$ cat src/rtl/uart_pkg.sv
// rtl/uart_pkg.sv - shared constants, FSM state type and divisor helper for bus_uart
//   Register offsets (bus_addr[1:0]), STATUS bit positions, TX/RX FSM state enum,
//   and eff_div() which clamps the programmed divisor to the minimum bit length.
package uart_pkg;

   localparam logic [1:0] REG_DATA    = 2'd0;
   localparam logic [1:0] REG_STATUS  = 2'd1;
   localparam logic [1:0] REG_DIVISOR = 2'd2;

   localparam int ST_TX_FULL  = 0;
   localparam int ST_TX_EMPTY = 1;
   localparam int ST_RX_VALID = 2;
   localparam int ST_RX_OVR   = 3;
   localparam int ST_TX_OVF   = 4;
   localparam int ST_TX_BUSY  = 5;
   localparam int ST_RX_FERR  = 6;

   localparam logic [15:0] MIN_DIV = 16'd4;

   typedef enum logic [1:0] {
      S_IDLE  = 2'd0,
      S_START = 2'd1,
      S_DATA  = 2'd2,
      S_STOP  = 2'd3
   } uart_state_t;

   function automatic logic [15:0] eff_div(input logic [15:0] div);
      return (div < MIN_DIV) ? MIN_DIV : div;
   endfunction

endpackage

$ cat src/rtl/sync_fifo.sv
// rtl/sync_fifo.sv - synchronous FIFO with first-word-fall-through read data
//   clock, reset   : system clock, asynchronous active-low reset
//   i_push, i_data : write request and data (accepted when not full, or when popping)
//   i_pop          : read request (ignored when empty)
//   o_data         : head entry, valid whenever o_empty is low
//   o_full, o_empty, o_count : occupancy status
module sync_fifo #(
   parameter int WIDTH = 8,
   parameter int DEPTH = 16
) (
   input  logic                     clock,
   input  logic                     reset,
   input  logic                     i_push,
   input  logic [WIDTH-1:0]         i_data,
   input  logic                     i_pop,
   output logic [WIDTH-1:0]         o_data,
   output logic                     o_full,
   output logic                     o_empty,
   output logic [$clog2(DEPTH):0]   o_count
);

   localparam int AW = $clog2(DEPTH);

   logic [WIDTH-1:0] r_mem [DEPTH];
   logic [AW:0]      r_wr_ptr;
   logic [AW:0]      r_rd_ptr;
   logic             w_push_ok;
   logic             w_pop_ok;

   // Extra pointer MSB distinguishes full from empty when the indices match.
   assign o_empty   = (r_wr_ptr == r_rd_ptr);
   assign o_full    = (r_wr_ptr[AW] != r_rd_ptr[AW]) && (r_wr_ptr[AW-1:0] == r_rd_ptr[AW-1:0]);
   assign o_count   = r_wr_ptr - r_rd_ptr;
   assign o_data    = r_mem[r_rd_ptr[AW-1:0]];

   assign w_pop_ok  = i_pop & ~o_empty;
   // A pop on the same edge frees the slot the push lands in.
   assign w_push_ok = i_push & (~o_full | w_pop_ok);

   always_ff @(posedge clock) begin
      if (w_push_ok) r_mem[r_wr_ptr[AW-1:0]] <= i_data;
   end

   always_ff @(posedge clock or negedge reset) begin
      if (!reset) begin
         r_wr_ptr <= '0;
         r_rd_ptr <= '0;
      end else begin
         if (w_push_ok) r_wr_ptr <= r_wr_ptr + 1'b1;
         if (w_pop_ok)  r_rd_ptr <= r_rd_ptr + 1'b1;
      end
   end

endmodule

$ cat src/rtl/bus_uart.sv
// rtl/bus_uart.sv - memory-mapped 8N1 UART with TX FIFO and one-byte RX holding register
//   clock, reset : system clock, asynchronous active-low reset
//   bus_addr     : word address; hit when [31:2] matches BASE_WORD, [1:0] selects register
//   bus_data_w, bus_mask_w, bus_write : write data, byte-lane enables, write strobe
//   rdata, hit   : combinational read data (0 when not hit) and address match
//   uart_tx      : serial output, idle high
//   uart_rx      : asynchronous serial input
module bus_uart
   import uart_pkg::*;
#(
   parameter logic [31:0] BASE_WORD  = 32'h0C00_0000,
   parameter int          CLK_DIV    = 434,
   parameter int          FIFO_DEPTH = 16
) (
   input  logic        clock,
   input  logic        reset,
   input  logic [31:0] bus_addr,
   input  logic [31:0] bus_data_w,
   input  logic [3:0]  bus_mask_w,
   input  logic        bus_write,
   output logic [31:0] rdata,
   output logic        hit,
   output logic        uart_tx,
   input  logic        uart_rx
);

   localparam int CW = $clog2(FIFO_DEPTH) + 1;

   logic          w_hit, w_wr, w_data_wr, w_status_wr, w_rx_pop, w_drop;
   logic [1:0]    w_off;
   logic          w_full, w_empty, w_tx_pop, w_tx_done, w_rx_half, w_rx_done;
   logic [7:0]    w_fifo_data;
   logic [CW-1:0] w_count;
   logic [31:0]   w_status, w_rdata;
   logic          w_unused;

   logic [15:0]   r_divisor;
   logic          r_tx_ovf;
   uart_state_t   r_tx_state, r_rx_state;
   logic [15:0]   r_tx_cnt, r_tx_div, r_rx_cnt, r_rx_div;
   logic [2:0]    r_tx_bit, r_rx_bit;
   logic [7:0]    r_tx_shift, r_rx_shift, r_rx_byte;
   logic          r_uart_tx, r_rx_s1, r_rx_s2;
   logic          r_rx_valid, r_rx_ovr, r_rx_ferr;

   assign w_unused    = &{bus_data_w[31:16], bus_mask_w[3:2]};

   assign w_hit       = (bus_addr[31:2] == BASE_WORD[31:2]);
   assign w_off       = bus_addr[1:0];
   assign w_wr        = w_hit & bus_write;
   assign w_data_wr   = w_wr && (w_off == REG_DATA) && bus_mask_w[0];
   assign w_status_wr = w_wr && (w_off == REG_STATUS) && bus_mask_w[0];
   assign w_rx_pop    = w_status_wr & bus_data_w[ST_RX_VALID];
   assign w_drop      = w_data_wr & w_full & ~w_tx_pop;

   sync_fifo #(.WIDTH(8), .DEPTH(FIFO_DEPTH)) u_tx_fifo (
      .clock   (clock),
      .reset   (reset),
      .i_push  (w_data_wr),
      .i_data  (bus_data_w[7:0]),
      .i_pop   (w_tx_pop),
      .o_data  (w_fifo_data),
      .o_full  (w_full),
      .o_empty (w_empty),
      .o_count (w_count)
   );

   always_ff @(posedge clock or negedge reset) begin
      if (!reset) begin
         r_divisor <= 16'(CLK_DIV);
         r_tx_ovf  <= 1'b0;
      end else begin
         if (w_wr && (w_off == REG_DIVISOR)) begin
            if (bus_mask_w[0]) r_divisor[7:0]  <= bus_data_w[7:0];
            if (bus_mask_w[1]) r_divisor[15:8] <= bus_data_w[15:8];
         end
         if (w_drop)                                     r_tx_ovf <= 1'b1;
         else if (w_status_wr && bus_data_w[ST_TX_OVF])  r_tx_ovf <= 1'b0;
      end
   end

   // ---------------- transmitter ----------------
   // The divisor is re-latched at every bit boundary so a new value applies from the next bit.
   assign w_tx_done = (r_tx_cnt == r_tx_div - 16'd1);
   assign w_tx_pop  = ~w_empty && ((r_tx_state == S_IDLE) || ((r_tx_state == S_STOP) && w_tx_done));

   always_ff @(posedge clock or negedge reset) begin
      if (!reset) begin
         r_tx_state <= S_IDLE;
         r_tx_cnt   <= '0;
         r_tx_div   <= MIN_DIV;
         r_tx_bit   <= '0;
         r_tx_shift <= '0;
         r_uart_tx  <= 1'b1;
      end else if (r_tx_state == S_IDLE) begin
         if (w_tx_pop) begin
            r_tx_state <= S_START;
            r_tx_shift <= w_fifo_data;
            r_uart_tx  <= 1'b0;
            r_tx_cnt   <= '0;
            r_tx_div   <= eff_div(r_divisor);
         end
      end else if (!w_tx_done) begin
         r_tx_cnt <= r_tx_cnt + 16'd1;
      end else begin
         r_tx_cnt <= '0;
         r_tx_div <= eff_div(r_divisor);
         case (r_tx_state)
            S_START: begin
               r_tx_state <= S_DATA;
               r_tx_bit   <= '0;
               r_uart_tx  <= r_tx_shift[0];
               r_tx_shift <= r_tx_shift >> 1;
            end
            S_DATA: begin
               if (r_tx_bit == 3'd7) begin
                  r_tx_state <= S_STOP;
                  r_uart_tx  <= 1'b1;
               end else begin
                  r_tx_bit   <= r_tx_bit + 3'd1;
                  r_uart_tx  <= r_tx_shift[0];
                  r_tx_shift <= r_tx_shift >> 1;
               end
            end
            default: begin
               // Back-to-back frames: go straight from stop to the next start bit.
               if (w_tx_pop) begin
                  r_tx_state <= S_START;
                  r_tx_shift <= w_fifo_data;
                  r_uart_tx  <= 1'b0;
               end else begin
                  r_tx_state <= S_IDLE;
               end
            end
         endcase
      end
   end

   // ---------------- receiver ----------------
   assign w_rx_half = (r_rx_cnt == (r_rx_div >> 1) - 16'd1);
   assign w_rx_done = (r_rx_cnt == r_rx_div - 16'd1);

   always_ff @(posedge clock or negedge reset) begin
      if (!reset) begin
         r_rx_s1    <= 1'b1;
         r_rx_s2    <= 1'b1;
         r_rx_state <= S_IDLE;
         r_rx_cnt   <= '0;
         r_rx_div   <= MIN_DIV;
         r_rx_bit   <= '0;
         r_rx_shift <= '0;
         r_rx_byte  <= '0;
         r_rx_valid <= 1'b0;
         r_rx_ovr   <= 1'b0;
         r_rx_ferr  <= 1'b0;
      end else begin
         r_rx_s1 <= uart_rx;
         r_rx_s2 <= r_rx_s1;
         // Software pop/clear first; a frame completing on the same edge overrides below.
         if (w_rx_pop)                                    r_rx_valid <= 1'b0;
         if (w_status_wr && bus_data_w[ST_RX_OVR])        r_rx_ovr   <= 1'b0;
         if (w_status_wr && bus_data_w[ST_RX_FERR])       r_rx_ferr  <= 1'b0;
         case (r_rx_state)
            S_IDLE: begin
               if (!r_rx_s2) begin
                  r_rx_state <= S_START;
                  r_rx_cnt   <= '0;
                  r_rx_div   <= eff_div(r_divisor);
               end
            end
            S_START: begin
               if (w_rx_half) begin
                  r_rx_cnt   <= '0;
                  r_rx_bit   <= '0;
                  r_rx_div   <= eff_div(r_divisor);
                  r_rx_state <= r_rx_s2 ? S_IDLE : S_DATA;   // high at mid-start = glitch
               end else begin
                  r_rx_cnt <= r_rx_cnt + 16'd1;
               end
            end
            S_DATA: begin
               if (w_rx_done) begin
                  r_rx_cnt   <= '0;
                  r_rx_div   <= eff_div(r_divisor);
                  r_rx_shift <= {r_rx_s2, r_rx_shift[7:1]};
                  r_rx_bit   <= r_rx_bit + 3'd1;
                  if (r_rx_bit == 3'd7) r_rx_state <= S_STOP;
               end else begin
                  r_rx_cnt <= r_rx_cnt + 16'd1;
               end
            end
            default: begin
               if (w_rx_done) begin
                  r_rx_cnt   <= '0;
                  r_rx_state <= S_IDLE;
                  if (!r_rx_s2) begin
                     r_rx_ferr <= 1'b1;
                  end else if (!r_rx_valid || w_rx_pop) begin
                     r_rx_byte  <= r_rx_shift;
                     r_rx_valid <= 1'b1;
                  end else begin
                     r_rx_ovr <= 1'b1;
                  end
               end else begin
                  r_rx_cnt <= r_rx_cnt + 16'd1;
               end
            end
         endcase
      end
   end

   // ---------------- read path ----------------
   always_comb begin
      w_status              = '0;
      w_status[ST_TX_FULL]  = w_full;
      w_status[ST_TX_EMPTY] = w_empty;
      w_status[ST_RX_VALID] = r_rx_valid;
      w_status[ST_RX_OVR]   = r_rx_ovr;
      w_status[ST_TX_OVF]   = r_tx_ovf;
      w_status[ST_TX_BUSY]  = (r_tx_state != S_IDLE);
      w_status[ST_RX_FERR]  = r_rx_ferr;
      w_status[12:8]        = 5'(w_count);
      w_rdata               = '0;
      if (w_hit) begin
         case (w_off)
            REG_DATA:    w_rdata = {r_rx_valid, 23'b0, r_rx_byte};
            REG_STATUS:  w_rdata = w_status;
            REG_DIVISOR: w_rdata = {16'b0, r_divisor};
            default:     w_rdata = '0;
         endcase
      end
   end

   assign rdata   = w_rdata;
   assign hit     = w_hit;
   assign uart_tx = r_uart_tx;

endmodule

$ cat config.mk
export PLATFORM = sky130hd
export DESIGN_NAME = bus_uart
export DESIGN_NICKNAME = d
export VERILOG_FILES = /design/src/rtl/uart_pkg.sv /design/src/rtl/sync_fifo.sv /design/src/rtl/bus_uart.sv
export SDC_FILE = /design/constraint.sdc
export NUM_CORES = 1
export LEC_CHECK = 0
export CELL_PAD_IN_SITES_DETAIL_PLACEMENT = 1
export CELL_PAD_IN_SITES_GLOBAL_PLACEMENT = 2
export CORE_MARGIN = 2
export CORE_UTILIZATION = 30
export DETAILED_ROUTE_END_ITERATION = 10
export PLACE_DENSITY = 0.69
export RECOVER_POWER = 50
export SLEW_MARGIN = 10
export SYNTH_ARGS = -nofsm -noshare
export SYNTH_HDL_FRONTEND = slang
export SYNTH_SLANG_ARGS = --single-unit
$ cat constraint.sdc
create_clock -name clock -period 6.4 [get_ports clock]
set_input_delay 1.92 -clock clock [delete_from_list [all_inputs] [get_ports clock]]
set_output_delay 1.92 -clock clock [all_outputs]
set_load 0.02 [all_outputs]
== After elaboration in Yosys (flattened, before gate mapping) ==
Memories as Yosys holds them, arrays and structs flattened.
Cells that the tools add are included.
W data, S select, Z words.

* Flip-flop bits (word level): 131
* RAM bits: 128
* Bits of input ports: 72
* Output and inout bits: 34
* Memories kept: 1

{| class="wikitable"
|+ Memory list
! name !! depth !! bits a word !! rd ports !! clocked after Yosys merged registers in !! wr ports !! RTL line !! text
|-
| u_tx_fifo.r_mem || 16 || 8 || 1 || 0 || 1 || sync_fifo.sv:24 || <nowiki>logic [WIDTH-1:0] r_mem [DEPTH];</nowiki>
|}

* Add/subtract/negate cells: 10
* $lt $le $gt $ge: 1
* Equality and inequality tests: 24
* Multiplexer cells: 63
* Bitwise logic cells: 12
* Reductions and logical operators: 36

{| class="wikitable"
|+ Operators by type and width
! kind !! count
|-
| $mux W16 || 13
|-
| $pmux W32 S3 || 1
|-
| $eq A16 B16 Y1 || 3
|-
| $pmux W16 S3 || 1
|-
| $add A16 B1 Y16 const B || 2
|-
| $mux W32 || 1
|-
| $mux W8 || 4
|-
| $pmux W16 S2 || 1
|-
| $sub A16 B1 Y16 const B || 2
|-
| $eq A30 B26 Y1 const B || 1
|-
| $mux W1 || 23
|-
| $mux W2 || 10
|-
| $lt A16 B3 Y1 const B || 1
|-
| $pmux W8 S2 || 1
|-
| $sub A15 B1 Y16 const B || 1
|-
| $pmux W3 S2 || 2
|-
| $reduce_and A4 Y1 || 3
|-
| $logic_and A1 B1 Y1 || 11
|-
| $add A5 B1 Y5 const B || 2
|-
| $ne A2 B2 Y1 const B || 5
|-
| $reduce_and A2 Y1 || 5
|-
| $reduce_bool A2 Y1 || 5
|-
| $mux W3 || 3
|-
| $eq A2 B2 Y1 const B || 4
|-
| other kinds (22) || 41
|}

== Depth between registers and ports, before layout ==
* Depth after elaboration: 10
* Mapped depth: 14

== Cells and area by module ==
From an unflattened synthesis, not the netlist that was laid out.

* Cell total of the unflattened synthesis: 1071
* Area, all modules: 13316.5 um^2

{| class="wikitable"
|+ By module, submodules not included
! module !! instances !! cells each !! area each (um^2) !! sequential area each (um^2)
|-
| bus_uart || 1 || 793 || 7736.2 || 3040.4
|-
| sync_fifo || 1 || 278 || 5580.4 || 4093.9
|}

== Worst setup path after synthesis ==
OpenSTA, ideal clock, no wires.

* Kind: in2out
* From: in bus_addr[3]
* To: out rdata[10]
* Arrival: 3298 ps
* Slack: 1182 ps
* Cell stages on the path: 6
* Cells stage by stage: nor4_1 -> nand4_1 -> or3_1 -> clkbuf_1 -> clkbuf_1 -> nor2_1

* Longest elaborated chain between the ends: 2

{| class="wikitable"
|+ Ends and longest elaborated chain
! item !! RTL line !! text
|-
| start, declared || bus_uart.sv:17 || <nowiki>input logic [31:0] bus_addr,</nowiki>
|-
| $eq A30 B26 Y1 || bus_uart.sv:48 || <nowiki>assign w_hit = (bus_addr[31:2] == BASE_WORD[31:2]);</nowiki>
|-
| $mux W32 || bus_uart.sv:224 || <nowiki>if (w_hit) begin</nowiki>
|-
| end, declared || bus_uart.sv:21 || <nowiki>output logic [31:0] rdata,</nowiki>
|}

No other way between the ends.

== Worst setup path after layout ==
* From: in bus_addr[23]
* To: out rdata[31]

Same word-level chain as after synthesis.

==> impl_results.md <==
- CP max FO: 6
- Cell Rows: 77
- Final Cell Area: 0.0157 mm^2
- Starting Density: a little under a third
- Post-Place Cells: 1729
- Worst R2R Path Depth: 8
- CTS Buffer Depth: 3
- Period Utilization, post-route: 97.7%
- Area of the multi-input gates: 0.00574 mm^2
- Max_cap viols: 1
- Port Buf Inserts: 72
- Initial antenna violation count: 0
- Width of the die: 215 um
- Gr ovfl total: 0
- Worst Path Required: 4.48 ns
- GR Util met1: 23.4%
- Synth warnings: 0
- Endpoints failing hold: 0
- Async SR Flop Fraction: 50.6%
- Status: finished, violations left
- Worst skew pair latency: 0.57 ns
- Synth top area share: 28.9%
- Area Growth Syn to Fin: 17.6%
- Number of H-tree levels: 1
- Final net count: 1263
- Relative slew slack: -59.6%
- Met2 usage: 24.6%
- First-pass GRT wire length: 56900 um
- CTS Sinks: between 200 and 300
- Drt initial violations: 422
- Unrepaired setup endpoints after global routing: no
- Clock-pin slew on the worst setup and hold paths: 0.06 ns
- Minimum clock period: between 6 and 7 ns
- Ys flop type: edfxtp_1
- Ports: 106
- Max-slew violation count: 90
- Fmax achieved: 160 MHz
- Layout Cells excl Fill: 1783
- Largest net degree at the start of global routing: 90
- Power Density: 305 mW/mm^2
- WL final: 36100 um
- Hold Path Stages: 0
- DIE HEIGHT: between 200 and 250 um
- EDFF count, synth: 128
- Drt wl/cell: between 20 and 25 um
- Root buffer cell: clkbuf_16
- Ratio of cells with drive above 1 in the final layout: 17.6%
- DR DRC count: 0
- Power Total: 4780 uW
- Element type at the critical path end: output pin
- Setup_tns: 0 ns
- Area of the core: between 0.04 and 0.05 mm^2
- Syn Area/Cell: 12.1 um^2
- CTS tree: yes
- Antenna Cells: 0
- DR pass1 iterations: 6
- Netlist cell types: between 70 and 80
- Seq/Total Area, Yosys: a little over half
- FF/Latch Area: approximately 0.0071 mm^2
- Leak: 0.00590 uW
- Vias: between 9000 and 10000
- Die area: 0.0461 mm^2
- Met3 Use GR: 2.05%
- Leading area contributor after synthesis: edfxtp_1
- Top post-synthesis cells by area: edfxtp_1 (29%), dfrtp_1 (23%), mux4_2 (6.8%)
- DRT antenna net count: 0
- Num CTS Buffers: 29
- Synthesized instance count: between 1000 and 1500
- Routed vias/inst: 5.07
- Failing checks: capacitance limit, slew limit
- Crit path launch type: primary input
- Final Setup Violations: 0
- CTS Hold Bufs: 0
- Skew final: 0.0146 ns
- Grt peak-use layer: met2
- Vias in the first global route: 9339
- Gpl congestion: 0.788
- VDD IR max: 0.257 mV
- Post-Syn Area: between 0.01 and 0.015 mm^2
- Hpwl dp: 25400 um
- Post-DP Area: approximately 0.015 mm^2
- Classification of the worst-slack hold path: flop to flop
- Worst-Margin Slew: between 2 and 2.5 ns
- Filler instances: 4789
- Crit path DAT: 4.33 ns
- Yosys reg bits: 259
- Tot GR Track Use: 15.7%
- Crit path kind: primary input to output pin
-- synthesized netlist by cell type (26+ instances only) --
master	n
edfxtp_1	128
dfrtp_1	121
nor2_1	90
nand2_1	80
mux2_2	64
xnor2_1	47
clkbuf_1	42
mux4_2	40
o21ai_0	40
xor2_1	34
inv_1	29
a21oi_1	27
nand3_1	26
-- placed cells by master, fill, tap and decap left out, types with 26 or more instances in the layout --
| cell type | instances |
|---|---|
| xnor2_1 | 47 |
| clkbuf_16 | 29 |
| nand3_1 | 26 |
| nor2_1 | 90 |
| mux4_2 | 40 |
| xor2_1 | 34 |
| mux2_2 | 64 |
| o21ai_0 | 40 |
| inv_1 | 29 |
| nand2_1 | 80 |
| a21oi_1 | 27 |
| edfxtp_1 | 128 |
| dfrtp_1 | 120 |
| clkdlybuf4s50_1 | 61 |
-- metrics by stage --
stage               worst slack [ns]  utilization, %  hold WS [ns]
CTS                          0.00895            35.6         0.357
global route                 0.00102            35.6         0.364
floorplan                       1.18               -         0.345
finish                         0.150            35.6         0.356
detailed placement            0.0256            33.4         0.348
global placement              0.0343            33.4         0.347
-- report_power, final --
group          switching (uW)  leakage [uW]  internal, uW  total, uW
sequential               97.2       0.00287          1830       1930
combinational             620       0.00255           492       1110
clock                     711      0.000486          1030       1740
-- sequential cells by signal, indices dropped and copies added (netlist names) --
signal / flops
u_tx_fifo.r_mem: 128
r_divisor: 16
r_rx_cnt: 16
r_rx_div: 16
r_tx_cnt: 16
r_tx_div: 16
r_rx_byte: 8
r_rx_shift: 8
r_tx_shift: 8
u_tx_fifo.r_rd_ptr: 5
u_tx_fifo.r_wr_ptr: 5
r_rx_bit: 3
r_tx_bit: 3
r_rx_state: 2
r_tx_state: 2
r_rx_ferr: 1
r_rx_ovr: 1
r_rx_s1: 1
r_rx_s2: 1
r_rx_valid: 1
r_tx_ovf: 1
uart_tx: 1
-- cells by family after synthesis --
| kind of cell | after synthesis | synth area share [%] |
|---|---|---|
| other | 1 | 0.0281 |
| muxes | 116 | 13.1 |
| xor gates and xnor gates | 81 | 5.33 |
| DFF | 259 | 53.6 |
| AOI/OAI and AO/OA | 153 | 7.79 |
| buffers and inverters | 110 | 3.71 |
| adders and majority gates | 23 | 2.22 |
| and+or+nand+nor | 360 | 14.3 |
-- cell type report --
type                       count  share of cell area [%]
sequential                   259                    45.6
clock buffer                  32                    4.90
multi-input combinational    748                    36.6
tap                          592                    4.73
inverter                      30                   0.719
clock inverter                22                    1.52
timing repair buffer         100                    5.95
-- critical path: stages --
cell and delay [ns]:
clkdlybuf4s50_1 0.42, nor4_1 0.30, nand2_1 0.13, or3_4 0.46
nor2_1 0.11, buf_4 0.19, and3_1 0.19, clkdlybuf4s50_1 0.61
-- layer usage --
metal  vias up  share of wire (%)
met2       117                 45
met4         0                1.1
met5         -                  0
met3        28                3.4
met1      4686                 50
li1       4204                  -
-- what timing repair did --
action	CTS	global route
endpoints found under the setup margin	0	15
resized for setup	0	1
buffers inserted	0	0
-- final timing paths --
| kind | from | end | slack (ns) |
|---|---|---|---|
| worst max-delay path | bus_addr[23] | rdata[31] | 0.15 |
| worst min-delay path | r_rx_s1 | r_rx_s2 | 0.36 |
| worst max register to register | r_tx_div[7] | r_tx_div[9] | 1.27 |
| worst min register to register | r_rx_s1 | r_rx_s2 | 0.36 |
| max in group asynchronous | reset | u_tx_fifo.r_rd_ptr[0] | 2.07 |
| min in group asynchronous | reset | r_divisor[14] | 2.04 |
Note: power is estimated with default switching activity, not from simulation.
